`src/rtl/tx_voq_arbiter.sv`:
```
// tx_voq_arbiter: per-source descriptor FIFOs (VOQs) feeding a round-robin offer stage for tx_mac_control.
// Define TX_VOQ_ARB_STATS_EN to add saturating grant/drop statistics counters.
module tx_voq_arbiter #(
   parameter int NUM_PORTS  = 4,
   parameter int VOQ_DEPTH  = 256,
   parameter int DESC_DEPTH = 8,
   localparam int PTR_W = $clog2(VOQ_DEPTH),
   localparam int SRC_W = $clog2(NUM_PORTS)
) (
   input  logic                       switch_clk,
   input  logic                       switch_rst_n,
   input  logic [NUM_PORTS-1:0]       enq_valid_i,
   input  logic [NUM_PORTS*PTR_W-1:0] enq_ptr_i,
   output logic [NUM_PORTS-1:0]       enq_ready_o,
   output logic                       voq_valid_o,
   output logic [PTR_W-1:0]           voq_ptr_o,
   output logic [SRC_W-1:0]           voq_src_o,
   input  logic                       voq_ready_i,
   output logic [NUM_PORTS-1:0]       q_empty_o
`ifdef TX_VOQ_ARB_STATS_EN
   ,
   output logic [NUM_PORTS*16-1:0]    grant_count_o,
   output logic [15:0]                enq_drop_count_o
`endif
);

   localparam int AW    = $clog2(DESC_DEPTH);
   localparam int CNT_W = AW + 1;

   typedef enum logic {
      IDLE  = 1'b0,
      OFFER = 1'b1
   } state_e;

   state_e               state_q;
   logic [SRC_W-1:0]     rr_q;
   logic [SRC_W-1:0]     rr_d;
   logic [PTR_W-1:0]     mem_q [NUM_PORTS][DESC_DEPTH];
   logic [AW-1:0]        rd_q  [NUM_PORTS];
   logic [AW-1:0]        wr_q  [NUM_PORTS];
   logic [CNT_W-1:0]     cnt_q [NUM_PORTS];
   logic [CNT_W-1:0]     cnt_d [NUM_PORTS];
   logic [NUM_PORTS-1:0] push_s;
   logic [NUM_PORTS-1:0] pop_s;
   logic                 found_s;
   logic [SRC_W-1:0]     grant_s;
   logic [SRC_W-1:0]     idx_s;

   // Round-robin search over the registered empty flags; scanning backwards leaves the nearest hit to rr_q.
   always_comb begin
      found_s = 1'b0;
      grant_s = '0;
      idx_s   = '0;
      for (int k = NUM_PORTS - 1; k >= 0; k--) begin
         idx_s   = SRC_W'((int'(rr_q) + k) % NUM_PORTS);
         found_s = found_s | ~q_empty_o[idx_s];
         grant_s = q_empty_o[idx_s] ? grant_s : idx_s;
      end
      rr_d = (grant_s == SRC_W'(NUM_PORTS - 1)) ? '0 : grant_s + SRC_W'(1);
   end

   // Per-FIFO push/pop qualification and next occupancy.
   always_comb begin
      push_s = '0;
      pop_s  = '0;
      cnt_d  = cnt_q;
      for (int i = 0; i < NUM_PORTS; i++) begin
         push_s[i] = enq_valid_i[i] & enq_ready_o[i];
         pop_s[i]  = (state_q == IDLE) && found_s && (grant_s == SRC_W'(i));
         case ({push_s[i], pop_s[i]})
            2'b10:   cnt_d[i] = cnt_q[i] + CNT_W'(1);
            2'b01:   cnt_d[i] = cnt_q[i] - CNT_W'(1);
            default: cnt_d[i] = cnt_q[i];
         endcase
      end
   end

   // FIFO pointers, occupancy and the registered ready/empty flags.
   always_ff @(posedge switch_clk or negedge switch_rst_n) begin
      if (!switch_rst_n) begin
         for (int i = 0; i < NUM_PORTS; i++) begin
            rd_q[i]  <= '0;
            wr_q[i]  <= '0;
            cnt_q[i] <= '0;
         end
         enq_ready_o <= '1;
         q_empty_o   <= '1;
      end else begin
         for (int i = 0; i < NUM_PORTS; i++) begin
            if (push_s[i]) wr_q[i] <= wr_q[i] + AW'(1);
            if (pop_s[i])  rd_q[i] <= rd_q[i] + AW'(1);
            cnt_q[i]       <= cnt_d[i];
            enq_ready_o[i] <= (cnt_d[i] != CNT_W'(DESC_DEPTH));
            q_empty_o[i]   <= (cnt_d[i] == CNT_W'(0));
         end
      end
   end

   // Descriptor storage; contents are meaningless while the pointers say empty, so no reset.
   always_ff @(posedge switch_clk) begin
      for (int i = 0; i < NUM_PORTS; i++) begin
         if (push_s[i]) mem_q[i][wr_q[i]] <= enq_ptr_i[i*PTR_W +: PTR_W];
      end
   end

   // Offer FSM: pop the granted head in IDLE, hold it in OFFER until tx_mac_control accepts.
   always_ff @(posedge switch_clk or negedge switch_rst_n) begin
      if (!switch_rst_n) begin
         state_q     <= IDLE;
         rr_q        <= '0;
         voq_valid_o <= 1'b0;
         voq_ptr_o   <= '0;
         voq_src_o   <= '0;
      end else begin
         case (state_q)
            IDLE: begin
               if (found_s) begin
                  voq_ptr_o   <= mem_q[grant_s][rd_q[grant_s]];
                  voq_src_o   <= grant_s;
                  voq_valid_o <= 1'b1;
                  rr_q        <= rr_d;
                  state_q     <= OFFER;
               end else begin
                  voq_valid_o <= 1'b0;
               end
            end
            OFFER: begin
               if (voq_ready_i) begin
                  voq_valid_o <= 1'b0;
                  state_q     <= IDLE;
               end
            end
            default: begin
               voq_valid_o <= 1'b0;
               state_q     <= IDLE;
            end
         endcase
      end
   end

`ifdef TX_VOQ_ARB_STATS_EN
   logic drop_s;
   assign drop_s = |(enq_valid_i & ~enq_ready_o);

   // Saturating per-source completed-transfer and rejected-enqueue counters.
   always_ff @(posedge switch_clk or negedge switch_rst_n) begin
      if (!switch_rst_n) begin
         grant_count_o    <= '0;
         enq_drop_count_o <= 16'h0000;
      end else begin
         for (int i = 0; i < NUM_PORTS; i++) begin
            if ((state_q == OFFER) && voq_ready_i && (voq_src_o == SRC_W'(i)) &&
                (grant_count_o[i*16 +: 16] != 16'hFFFF))
               grant_count_o[i*16 +: 16] <= grant_count_o[i*16 +: 16] + 16'd1;
         end
         if (drop_s && (enq_drop_count_o != 16'hFFFF))
            enq_drop_count_o <= enq_drop_count_o + 16'd1;
      end
   end
`endif

endmodule
```
`config.mk`:
```
export PLATFORM = sky130hd
export DESIGN_NAME = tx_voq_arbiter
export DESIGN_NICKNAME = d
export VERILOG_FILES = /design/src/rtl/tx_voq_arbiter.sv
export SDC_FILE = /design/constraint.sdc
export NUM_CORES = 1
export LEC_CHECK = 0
export ABC_CLOCK_PERIOD_IN_PS = 6160
export CAP_MARGIN = 20
export CORE_UTILIZATION = 55
export CTS_CLUSTER_DIAMETER = 200
export DETAILED_ROUTE_END_ITERATION = 16
export GPL_TIMING_DRIVEN = 0
export HOLD_SLACK_MARGIN = 0.15
export PLACE_DENSITY = 0.85
export SLEW_MARGIN = 5
export SYNTH_ARGS = -nofsm -noshare
export SYNTH_HDL_FRONTEND = slang
export SYNTH_SLANG_ARGS = --single-unit
export TNS_END_PERCENT = 5
```
`constraint.sdc`:
```
create_clock -name switch_clk -period 6.16 [get_ports switch_clk]
set_clock_uncertainty 0.15 [all_clocks]
set_input_delay 0.616 -clock switch_clk [delete_from_list [all_inputs] [get_ports switch_clk]]
set_output_delay 0.616 -clock switch_clk [all_outputs]
set_load 0.05 [all_outputs]
```
* Word level (Yosys, flattened, before mapping)
Memory sizes are Yosys's and may differ from the RTL's.
Cells that the tools add are included.
** Storage, ports and cells
- Memories kept :: 1
- Flip-flop bits (word level) :: 62
- Logic and storage cells :: 147
- Output and inout port bits :: 19
- RAM bits :: 256
** Memory list
- mem_q :: words 4, bits a word 64, rd ports 1, clocked after Yosys merged registers in 0, write ports 4, line 38 : logic [PTR_W-1:0] mem_q [NUM_PORTS][DESC_DEPTH];
** Cells by class
- $lt $le $gt $ge :: 14
- Reduce and logical (&&, ||, !) cells :: 15
- Muxes and demuxes :: 44
- Equal/unequal tests :: 16
- $add $sub $neg :: 20
- Bitwise operators :: 18
** Operators by type and width (number)
- $mux 64 :: 4
- $demux 8 s3 :: 4
- $mux 8 :: 6
- $pmux 4 s2 :: 4
- $add 3x1->3 const B :: 8
- $bmux 8 s3 :: 1
- $ge 4x4->1 const B :: 5
- $not 3->4 :: 5
- $add 4x1->4 const B :: 4
- $logic_not 4->1 :: 4
- $lt 4x1->1 const B :: 4
- $ne 4x4->1 const B :: 4
- $sub 4x1->4 const B :: 4
- $eq 2x2->1 const B :: 6
- $lt 2x3->1 const B :: 4
- $mux 1 :: 11
- $eq 2x1->1 const B :: 5
- $mux 2 :: 5
- $logic_and 1x1->1 :: 9
- $bmux 1 s2 :: 4
- $bmux 3 s2 :: 1
- $mux 3 :: 2
- $not 1->1 :: 5
- $add 2x1->2 const B :: 2
- 9 further kinds :: 16

* Depth between registers and ports, before layout
Gate-level depths: netlist of the first run.
- Word-level depth :: 15
- Mapped depth :: 18
- Mapped depth without buffers :: 14

* Least setup slack after synthesis of the first run
OpenSTA, ideal clock, no wires.
- Path kind :: register to register
- From :: register q_empty_o[2]
- To :: register q_empty_o[3]
- Data arrival time :: 3.380 ns
- Setup time :: 0.096 ns
- Period minus slack after synthesis :: 3.626 ns
- Required time :: 5.914 ns
- Stages on the path, launching flop included :: 19
- Slack :: 2.534 ns
- Buffers on the path :: 4
- Cell sequence :: dfstp_2 > or2_1 > buf_2 > and4_4 > buf_6 > nor2_4 > inv_1 > buf_2 > buf_1 > ha_1 > nand3_1 > xnor2_1 > ha_1 > a21oi_1 > xnor2_1 > nor2_1 > xnor2_1 > inv_1 > nor4_1
** RTL lines
- start, declared :: line 19 : output logic [NUM_PORTS-1:0] q_empty_o
- start signal, assigned by index :: line 94 : q_empty_o[i] <= (cnt_d[i] == CNT_W'(0));

==> impl_results.md, run 1 <==
- Worst Tran Pin Value: approximately 1.1 ns
- Synth top cells by count: edfxtp_1 (256), nand2_1 (107), a21oi_1 (72)
- Final Cycle Share: between 70 and 80%
- Largest net degree at the start of global routing: 37
- Site row count: 57
- Register bit total from synthesis: ~320
- Clock Latency Late Sink: around 0.57 ns
- Setup TNS: 0 ns
- DP HPWL: 27,900 µm
- Layout Cells excl Fill: 1,497
- Clock Power Share: between 20% and 30%
- Initial Utilization: approximately 57%
- WL final: slightly below 40,000 µm
- Ys Warns: 0
- Avg WL per Cell: about 26 µm
- Synthesized Nets: around 1,100
- Post-synthesis instance total: around 1,000
- Number of synthesized flops with an enable pin: between 200 and 300
- 1st-pass router iterations: 5
- Switching share of power: 41.5%
- Slew HR: a little over a quarter
- Grt ovf: 0
- Post-Syn Area: 13,900 µm²
- Die Wd: approximately 160 µm
- Post-synth cell types: 72
- Drt first-iter violations: around 1,300
- Pleak: approximately 5.8 nW
- Met2 Use GR: 44.3%
- Fin crit period: roughly 4.8 ns
- Crit path DAT: around 5 ns
- CTS tree: yes
- P_int: around 5.5 mW
- Total global-route track usage: 30.1%
- Layout cell share with drive strength beyond 1: roughly an eighth
- Max-slew violations: 0
- Max_cap viols: 0
- Drc violations: 0
- Combinational fraction of design power: 44.9%
- Class of the worst hold path: reg -> reg
- Via count: approximately 9,700
- Routability Congestion: 0.927
- Worst EP required: ~6.4 ns
- Vias in the first global route: 9,097
- Count leader, synth: edfxtp_1
- Core footprint: between 20,000 and 25,000 µm²
- Fill cells: approximately 1,800
- Clock transition at path regs: around 0.06 ns
- Fmax: roughly 210 MHz
- Avg Cell Area, Syn: around 13 µm²
- Critical Path Source Type: flip-flop
- Die height: ~160 µm
- CTS sink cnt: around 320
- Buffers added on ports: 57
- Most used routing layer: met2
- Finish-stage setup viols: 0
- P&R area growth vs syn: 15.6%
- Psw: 3.87 mW
- Asr flop ratio synth: about a fifth
- Top_reg_cell synth: edfxtp_1
- Nets: 1,203
- Crit path max fanout: 10
- M1 GR Usage: between 40% and 50%
- Global-route wire length before repair: between 50,000 and 60,000 µm
- Final Hold Fails: 0
- IO Count: 58
- Seq/Total Area, Yosys: around two thirds
- CTS Buffer Depth: 3
- Die area: about 26,000 µm²
- DP Cell Count: roughly 1,400
- Crit path capture type: flip-flop
- CTS Root Cell: clkbuf_16
- Vias/cell: ~6.5
- Worst setup path class: reg -> reg
- Post-synth top area share: 55.2%
- PD cells: roughly 580 nW/µm²
- Main area contributors after synthesis: edfxtp_1 (55%), dfrtp_1 (9.7%), nand2_1 (2.9%), a21oi_1 (2.6%), mux2i_1 (2.5%)
- RSZ-0062 raised after global routing: no
- CTS Buf Count: 31
- Synth area leader: edfxtp_1
- VDD IR-drop max: about 0.28 mV
- Initial antenna violation count: 0
- Htree depth: 1
- Met3 GRT Util: under 10%
- Run status: complete, no violations
- Flop pwr share: about a third
- Final ANT Viol Nets: 0
[power by group through the flow]
stage	clock network [mW]	registers (mW)	logic, mW
after floorplan	0	3.24	2.63
after global placement	0	3.13	3.97
after detailed placement	0	3.15	4.05
after CTS	2.01	3.12	4.08
after global routing	2.09	3.17	4.45
final	2.01	3.13	4.19
[state kept, by name, summed over array words and instances, names as in the netlist]
name and count:
rr_q 2, enq_ready_o 4, voq_ptr_o 8, voq_valid_o 1, rd_q 12, cnt_q 16, mem_q 256, wr_q 12
q_empty_o 4, voq_src_o 2, state_q 1
[area by class of cell]
class / instances / area (µm²) / area share, %
Clock buffer: 39 / 846 / 5.25
Timing Repair Buffer: 70 / 674 / 4.19
Antenna cell: 1 / 2.50 / 0.0155
Multi-Input combinational cell: 633 / 4250 / 26.4
Sequential cell: 318 / 9250 / 57.4
Inverter: 21 / 78.8 / 0.489
Tap cell: 324 / 405 / 2.52
Buffer: 72 / 353 / 2.19
Clock inverter: 19 / 245 / 1.52
[critical path: stages (launching register included)]
cell and delay, ns:
dfstp_2 0.62, nand2b_2 0.10, o211ai_1 0.30, nand2_1 0.16, inv_2 0.19, buf_2 0.33, clkbuf_1 0.46, ha_1 0.36
nand3_1 0.25, xnor2_1 0.23, ha_1 0.19, a21oi_1 0.15, xnor2_1 0.13, nor2_1 0.07, xnor2_1 0.18, inv_1 0.07
nor4_1 0.66
[layout by cell type (no fill, tap or decap), drive strengths merged, types with 32 or more instances in the layout]
cell,instances
clkbuf,74
mux2i,35
clkdlybuf4s50,56
a21oi,73
nand3,64
a221oi,32
buf,47
nand2,107
edfxtp,256
dfrtp,54
[final timing paths]
check                                                 to                   start  depth (start not counted)  slack, ns
worst max register to register    q_empty_o[3]$_DFF_PN1_  q_empty_o[1]$_DFF_PN1_                         16       1.36
worst min register to register       rd_q[5]$_DFFE_PN0P_     rd_q[5]$_DFFE_PN0P_                          1       0.34
max in group asynchronous       enq_ready_o[3]$_DFF_PN1_            switch_rst_n                          3       4.85
worst max-delay path              q_empty_o[3]$_DFF_PN1_  q_empty_o[1]$_DFF_PN1_                         16       1.36
min in group asynchronous            cnt_q[11]$_DFF_PN0_            switch_rst_n                          2       0.39
worst min-delay path                 rd_q[5]$_DFFE_PN0P_     rd_q[5]$_DFFE_PN0P_                          1       0.34
[layer usage]
metal	vias to the layer above	part of all wire (%)
met2	636	44
met5	-	0
met3	75	13
met4	0	2.8
li1	4268	-
met1	4769	40
[stage by stage]
step	area (µm²)	hold slack [ns]	worst slack, ns	utilization, %	power [mW]
after floorplan	13900	0.170	2.53	-	5.86
final	16100	0.338	1.36	65.5	9.33
after global placement	14900	0.316	1.61	60.6	7.10
after CTS	16100	0.337	1.45	65.3	9.22
after detailed placement	15000	0.317	1.53	60.9	7.20
after global routing	16100	0.347	1.10	65.5	9.71
[kinds of logic (layout without fill, tap and decap cells)]
logic type               after synthesis  in the layout  share of synthesized area (%)
multiplexers                          50             50                           3.73
other                                  0              1                              0
flip-flops                           318            318                           66.4
buffers and inverters                 93            221                           3.10
adder cells (fa/ha/maj)               17             17                           1.53
AO/OA/AOI/OAI                        239            239                           12.8
AND/OR/NAND/NOR                      296            296                           10.5
XOR/XNOR                              31             31                           1.95
[repair_timing]
item,in CTS,in global routing
buffers inserted,0,0
gates resized for setup,0,0
hold buffers,1,0
hold endpoints to repair,23,0
(Power assumes the default switching activity.)
==> run 2, diff against run 1 <==
--- a/config.mk
+++ b/config.mk
@@ -5,14 +5,14 @@
 export SDC_FILE = /design/constraint.sdc
 export NUM_CORES = 1
 export LEC_CHECK = 0
-export ABC_CLOCK_PERIOD_IN_PS = 6160
+export ABC_CLOCK_PERIOD_IN_PS = 4000
 export CAP_MARGIN = 20
 export CORE_UTILIZATION = 55
 export CTS_CLUSTER_DIAMETER = 200
 export DETAILED_ROUTE_END_ITERATION = 16
 export GPL_TIMING_DRIVEN = 0
 export HOLD_SLACK_MARGIN = 0.15
-export PLACE_DENSITY = 0.85
+export PLACE_DENSITY = 0.88
 export SLEW_MARGIN = 5
 export SYNTH_ARGS = -nofsm -noshare
 export SYNTH_HDL_FRONTEND = slang
==> constraint.sdc (replaced) <==
create_clock -name switch_clk -period 4 [get_ports switch_clk]
set_clock_uncertainty 0.15 [all_clocks]
set_input_delay 0.4 -clock switch_clk [delete_from_list [all_inputs] [get_ports switch_clk]]
set_output_delay 0.4 -clock switch_clk [all_outputs]
set_load 0.05 [all_outputs]
==> run 2 against run 1 <==
Effect of this change: global-route usage about the same; first-iteration DRC count grew 7.8%; sequential share of layout area about the same; critical path depth did not move; critical endpoint is now enq_ready_o[3]$_DFF_PN1_.
==> impl_results.md, run 2 (synthesized netlist as in run 1, its figures left out) <==
- DP HPWL: 27,800 µm (-0.35%)
- Worst setup path class: reg -> reg
- Grt ovf: 0 (unchanged)
- Final Hold Fails: 0 (unchanged)
- CTS tree: yes
- Ant diodes: 0 (-1)
- Critical Path Source Type: flip-flop
- Core footprint: 24,600 µm² (unchanged)
- Final ANT Viol Nets: 0 (unchanged)
- Clock Latency Late Sink: 0.56 ns (about the same)
- Pleak: 5.76 nW (about the same)
- VDD IR-drop max: 0.486 mV (+76%)
- Most common cell after layout, fill and taps aside: edfxtp_1
- Largest register FFs: 256 (unchanged)
- Class of the worst hold path: in -> reg
- Crit path DAT: 4.14 ns (-0.90 ns)
- Hold_sp: voq_ready_i
- Die area: 26,000 µm² (unchanged)
- Initial antenna violation count: 0 (unchanged)
- Die height: 161 µm (unchanged)
- Vias/cell: 6.44 (-1.1%)
- Slew HR: 32.2% (+5.9 points)
- Drc violations: 0 (unchanged)
- Avg WL per Cell: 25.6 µm (-1.6%)
- Max-slew violations: 0 (unchanged)
- Setup TNS: 0 ns (unchanged)
- CTS Buffer Depth: 3 (unchanged)
- Fill cells: 1,743 (-1.5%)
- Fmax: 261 MHz (+25%)
- PD cells: 889 nW/µm² (+53%)
- Layout cell share with drive strength beyond 1: 13.1% (+0.51 points)
- Largest net degree at the start of global routing: 63 (+70%)
- Clock transition at path regs: 0.06 ns (about the same)
- Worst Tran Pin Value: 1.01 ns (-0.0880 ns)
- Most frequent cells in the layout: edfxtp_1 (256), nand2_1 (107), a21oi_1 (72), nand3_1 (63), clkdlybuf4s50_1 (56)
- RSZ-0062 raised after global routing: yes
- Critical R2R Launch: rr_q[0]$_DFFE_PN0P_
- Max_cap viols: 0 (unchanged)
- 1st-pass router iterations: 5 (unchanged)
- Site row count: 57 (unchanged)
- Global-route wire length before repair: 56,900 µm (about the same)
- P&R area growth vs syn: 15.7% (about the same)
- Total global-route track usage: 30.1% (about the same)
- Die Wd: 161 µm (unchanged)
- Fin crit period: 3.83 ns (-0.966 ns)
- Crit path max fanout: 19 (+9)
- Crit path launch: rr_q[0]$_DFFE_PN0P_
- Nets: 1,206 (+0.25%)
- CTS Buf Count: 31 (unchanged)
- Worst EP required: 4.31 ns (-2.09 ns)
- Via count: 9,635 (-1.2%)
- Pwr Total: 14.3 mW (+54%)
- Run status: complete, no violations
- CTS Root Cell: clkbuf_16
- Routability Congestion: 0.956 (+3.2%)
- Drt first-iter violations: 1,451 (+7.8%)
- Htree depth: 1 (unchanged)
- Initial Utilization: 56.6% (unchanged)
- WL final: 38,200 µm (-1.6%)
- CTS sink cnt: 318 (unchanged)
- Finish-stage setup viols: 0 (unchanged)
- Buffers added on ports: 57 (unchanged)
- IO Count: 58 (unchanged)
- Vias in the first global route: 9,094 (-0.033%)
- Crit path capture type: flip-flop
- Final Cycle Share: 95.8% (+18 points)
run 2: critical path: stages (launching register included):
cell and delay [ns]:
dfrtp_1 0.41, or2_1 0.23, buf_2 0.15, and4_4 0.18, buf_6 0.13, nor2_4 0.20
inv_1 0.10, clkbuf_4 0.26, ha_2 0.26, nand2_1 0.12, inv_1 0.12, ha_1 0.23
nor4b_1 0.32, a211oi_1 0.09, a211oi_1 0.27, xor2_1 0.38, nand4_1 0.15
run 2: final cells by class:
type	instances	area, µm²	share of cell area [%]
Buffer	71	359	2.23
Clock buffer	35	791	4.91
Clock inverter	20	272	1.68
Inverter	21	81.3	0.505
Multi-Input combinational cell	633	4290	26.6
Sequential cell	318	9250	57.4
Tap cell	324	405	2.51
Timing Repair Buffer	74	677	4.20
run 2: repair_timing:
action | in CTS | in global routing
setup buffers | 0 | 1
gates resized for setup | 8 | 5
pin swaps | 0 | 2
endpoints found under the hold margin | 54 | 0
hold buffers | 1 | 0
setup endpoints to repair | 5 | 4
run 2: where the power goes:
| part | switching (mW) | internal, mW |
|---|---|---|
| logic | 4.22 | 2.26 |
| clock network | 1.23 | 1.81 |
| registers | 0.468 | 4.35 |
| total | 5.91 | 8.42 |
run 2: worst paths after layout:
| path | slack (ns) | cells after the start | to |
|---|---|---|---|
| setup / recovery | 0.17 | 16 | enq_ready_o[3]$_DFF_PN1_ |
| hold / removal | 0.28 | 2 | state_q$_DFF_PN0_ |
| setup reg to reg | 0.17 | 16 | enq_ready_o[3]$_DFF_PN1_ |
| hold reg to reg | 0.33 | 1 | rd_q[11]$_DFFE_PN0P_ |
| max in group asynchronous | 2.76 | 2 | voq_src_o[1]$_DFFE_PN0P_ |
| min in group asynchronous | 0.35 | 2 | cnt_q[9]$_DFF_PN0_ |
run 2: per-stage QoR:
| stage | worst slack (ns) | cells | instance area (µm²) | util (%) | hold WS [ns] |
|---|---|---|---|---|---|
| 5_1_grt | -0.0385 | 1496 | 16100 | 65.5 | 0.299 |
| 6_report | 0.168 | 1496 | 16100 | 65.5 | 0.277 |
| 2_1_floorplan | 0.374 | 1044 | 13900 | - | -0.0456 |
| 3_5_place_dp | -0.639 | 1432 | 14900 | 60.8 | 0.320 |
| 4_1_cts | 0.00231 | 1487 | 16100 | 65.2 | 0.269 |
| 3_3_place_gp | -0.549 | 1425 | 14900 | 60.6 | 0.317 |
run 2: metal layers:
layer	wire, µm	up-vias	GRT usage, %
li1	-	4273	-
met1	15200	4607	43.1
met2	17000	672	44.7
met3	4850	83	8.09
met4	1220	0	9.78
met5	0	-	0
==> run 3, diff against run 2 <==
--- a/config.mk
+++ b/config.mk
@@ -11,8 +11,7 @@
 export CTS_CLUSTER_DIAMETER = 200
 export DETAILED_ROUTE_END_ITERATION = 16
 export GPL_TIMING_DRIVEN = 0
-export HOLD_SLACK_MARGIN = 0.15
-export PLACE_DENSITY = 0.88
+export PLACE_DENSITY = 0.86
 export SLEW_MARGIN = 5
 export SYNTH_ARGS = -nofsm -noshare
 export SYNTH_HDL_FRONTEND = slang
==> run 3 against run 2 <==
Effect of this change: critical path depth down 3; final cell count about the same; sequential cell count unchanged; register-to-register slack better by 0.04 ns; sequential share of layout area up 0.30 points; non-clock buffer count down 3; largest cell class unchanged; highest routed layer unchanged.
==> impl_results.md, run 3 (synthesized netlist as in run 1, its figures left out) <==
- Run status: complete, no violations
- Most frequent cells in the layout: edfxtp_1 (256), nand2_1 (107), a21oi_1 (72), nand3_1 (63), clkdlybuf4s50_1 (56)
- Site row count: 57 (unchanged)
- Met3 GRT Util: 5.01% (-3.1 points)
- Ant diodes: 0 (unchanged)
- Global-route wire length before repair: 57,400 µm (+0.90%)
- Largest net degree at the start of global routing: 63 (unchanged)
- Met2 Use GR: 46.0% (+1.3 points)
- VDD IR-drop max: 0.459 mV (-5.6%)
- Layout Cells excl Fill: 1,495 (-0.067%)
- IO Count: 58 (unchanged)
- Core footprint: 24,600 µm² (unchanged)
- Worst setup path class: reg -> reg
- CTS Root Cell: clkbuf_16
- CTS sink cnt: 318 (unchanged)
- Total global-route track usage: 30.3% (+0.28 points)
- Via count: 9,728 (+0.97%)
- Die height: 161 µm (unchanged)
- 1st-pass router iterations: 6 (+1)
- Worst slack at placement: -0.634 ns (+0.00477 ns)
- DP Cell Count: 1,431 (-0.070%)
- Buffers added on ports: 57 (unchanged)
- Die Wd: 161 µm (unchanged)
- Pwr Total: 14.2 mW (-1.1%)
- Final Util: 65.2% (-0.34 points)
- Initial Utilization: 56.6% (unchanged)
- Crit path DAT: 4.08 ns (-0.06 ns)
- Crit path launch: q_empty_o[1]$_DFF_PN1_
- Slew HR: 28.5% (-3.6 points)
- Most common cell after layout, fill and taps aside: edfxtp_1
- Post-Place Cell Area: 15,000 µm² (about the same)
- Worst EP required: 4.28 ns (-0.03 ns)
- Setup TNS: 0 ns (unchanged)
- Final ANT Viol Nets: 0 (unchanged)
- Critical Path Source Type: flip-flop
- Finished Cell Area: 16,000 µm² (-0.52%)
- Hold_sp: voq_ready_i
- Max_cap viols: 0 (unchanged)
- Worst setup margin: 0.206 ns (+0.0378 ns)
- Class of the worst hold path: in -> reg
- Crit path max fanout: 10 (-9)
- Nets: 1,203 (-0.25%)
- Vias in the first global route: 9,127 (+0.36%)
- Avg WL per Cell: 26.1 µm (+2.0%)
- Initial antenna violation count: 0 (unchanged)
- Routability Congestion: 0.936 (-2.1%)
- Final Cycle Share: 94.8% (-0.95 points)
- Largest register FFs: 256 (unchanged)
- Pleak: 5.70 nW (-1.0%)
- Critical R2R Launch: q_empty_o[1]$_DFF_PN1_
- M1 GR Usage: 45.4% (+2.3 points)
- Final Hold Fails: 0 (unchanged)
- Grt ovf: 0 (unchanged)
- Die area: 26,000 µm² (unchanged)
- CTS tree: yes
- Drc violations: 0 (unchanged)
- P&R area growth vs syn: 15.1%
- Clock transition at path regs: 0.06 ns (about the same)
- Layout cell share with drive strength beyond 1: 12.7% (-0.33 points)
- Drt first-iter violations: 1,438 (-0.90%)
- CTS Buffer Depth: 3 (unchanged)
- Most used routing layer: met2
- Fmax: 264 MHz (+1.0%)
- Htree depth: 1 (unchanged)
- DP HPWL: 27,900 µm (+0.43%)
- CTS Buf Count: 31 (unchanged)
- Max-slew violations: 0 (unchanged)
- Fin crit period: 3.79 ns (-0.0378 ns)
- Clock Latency Late Sink: 0.55 ns (about the same)
- PD cells: 884 nW/µm² (-0.62%)
- Worst Tran Pin Value: 1.06 ns (+0.0536 ns)
- WHS: 0.286 ns (+0.00938 ns)
- WL final: 39,000 µm (+1.9%)
- Finish-stage setup viols: 0 (unchanged)
- Vias/cell: 6.51 (+1.0%)
- Crit path capture type: flip-flop
==> run 3: cell count changes in the layout (fill, tap and decap cells not counted), sizes merged <==
cell	before	now
clkdlybuf4s15	1	2
clkinvlp	3	5
clkbuf	72	76
clkinv	10	8
buf	49	47
bufinv	6	2
==> run 3: repair_timing <==
action                                 in CTS  in global routing
endpoints found under the hold margin      54                  0
pin swaps                                   0                  5
buffers inserted                            0                  1
gates cloned                                0                  0
resized for setup                           6                  8
setup endpoints to repair                   5                  5
hold buffers                                1                  0
==> run 3: worst paths after layout <==
check                                                 to  slack (ns)  depth (start not counted)
worst max register to register    q_empty_o[2]$_DFF_PN1_        0.21                         13
min in group asynchronous             cnt_q[9]$_DFF_PN0_        0.35                          2
worst min register to register      rd_q[11]$_DFFE_PN0P_        0.32                          1
worst max-delay path              q_empty_o[2]$_DFF_PN1_        0.21                         13
max in group asynchronous       voq_ptr_o[5]$_DFFE_PN0P_        2.75                          2
worst min-delay path                   state_q$_DFF_PN0_        0.29                          2
==> run 3: layer usage <==
metal	vias to the layer above	routed length (µm)	share of wire (%)
li1	4246	-	-
met1	4709	15400	40
met2	698	17400	45
met3	75	5030	13
met4	0	1180	3.0
met5	-	0	0
==> run 3: final cells by class <==
cell class | instances | area, µm²
flip-flops and latches | 318 | 9250
fillers | 1773 | 8570
multi-input cells | 633 | 4290
clock buffers | 41 | 833
repair buffers | 71 | 668
well taps | 324 | 405
plain buffers | 71 | 367
clock inverters | 16 | 149
inverters | 21 | 78.8
==> run 3: critical path: stages, from the launching register on <==
cell and delay (ns):
dfstp_2 0.61, nand2_1 0.12, buf_2 0.20, o21bai_1 0.72, nor3_2 0.21, nand3_1 0.19
xnor2_1 0.13, ha_1 0.17, a21oi_1 0.06, a31o_2 0.23, a21o_1 0.18, xor2_1 0.20
inv_1 0.10, nor4b_2 0.39
==> run 3: power breakdown <==
part	total, mW	internal (mW)	switching [mW]
clock network	2.83	1.60	1.23
logic	6.53	2.26	4.27
registers	4.81	4.35	0.462
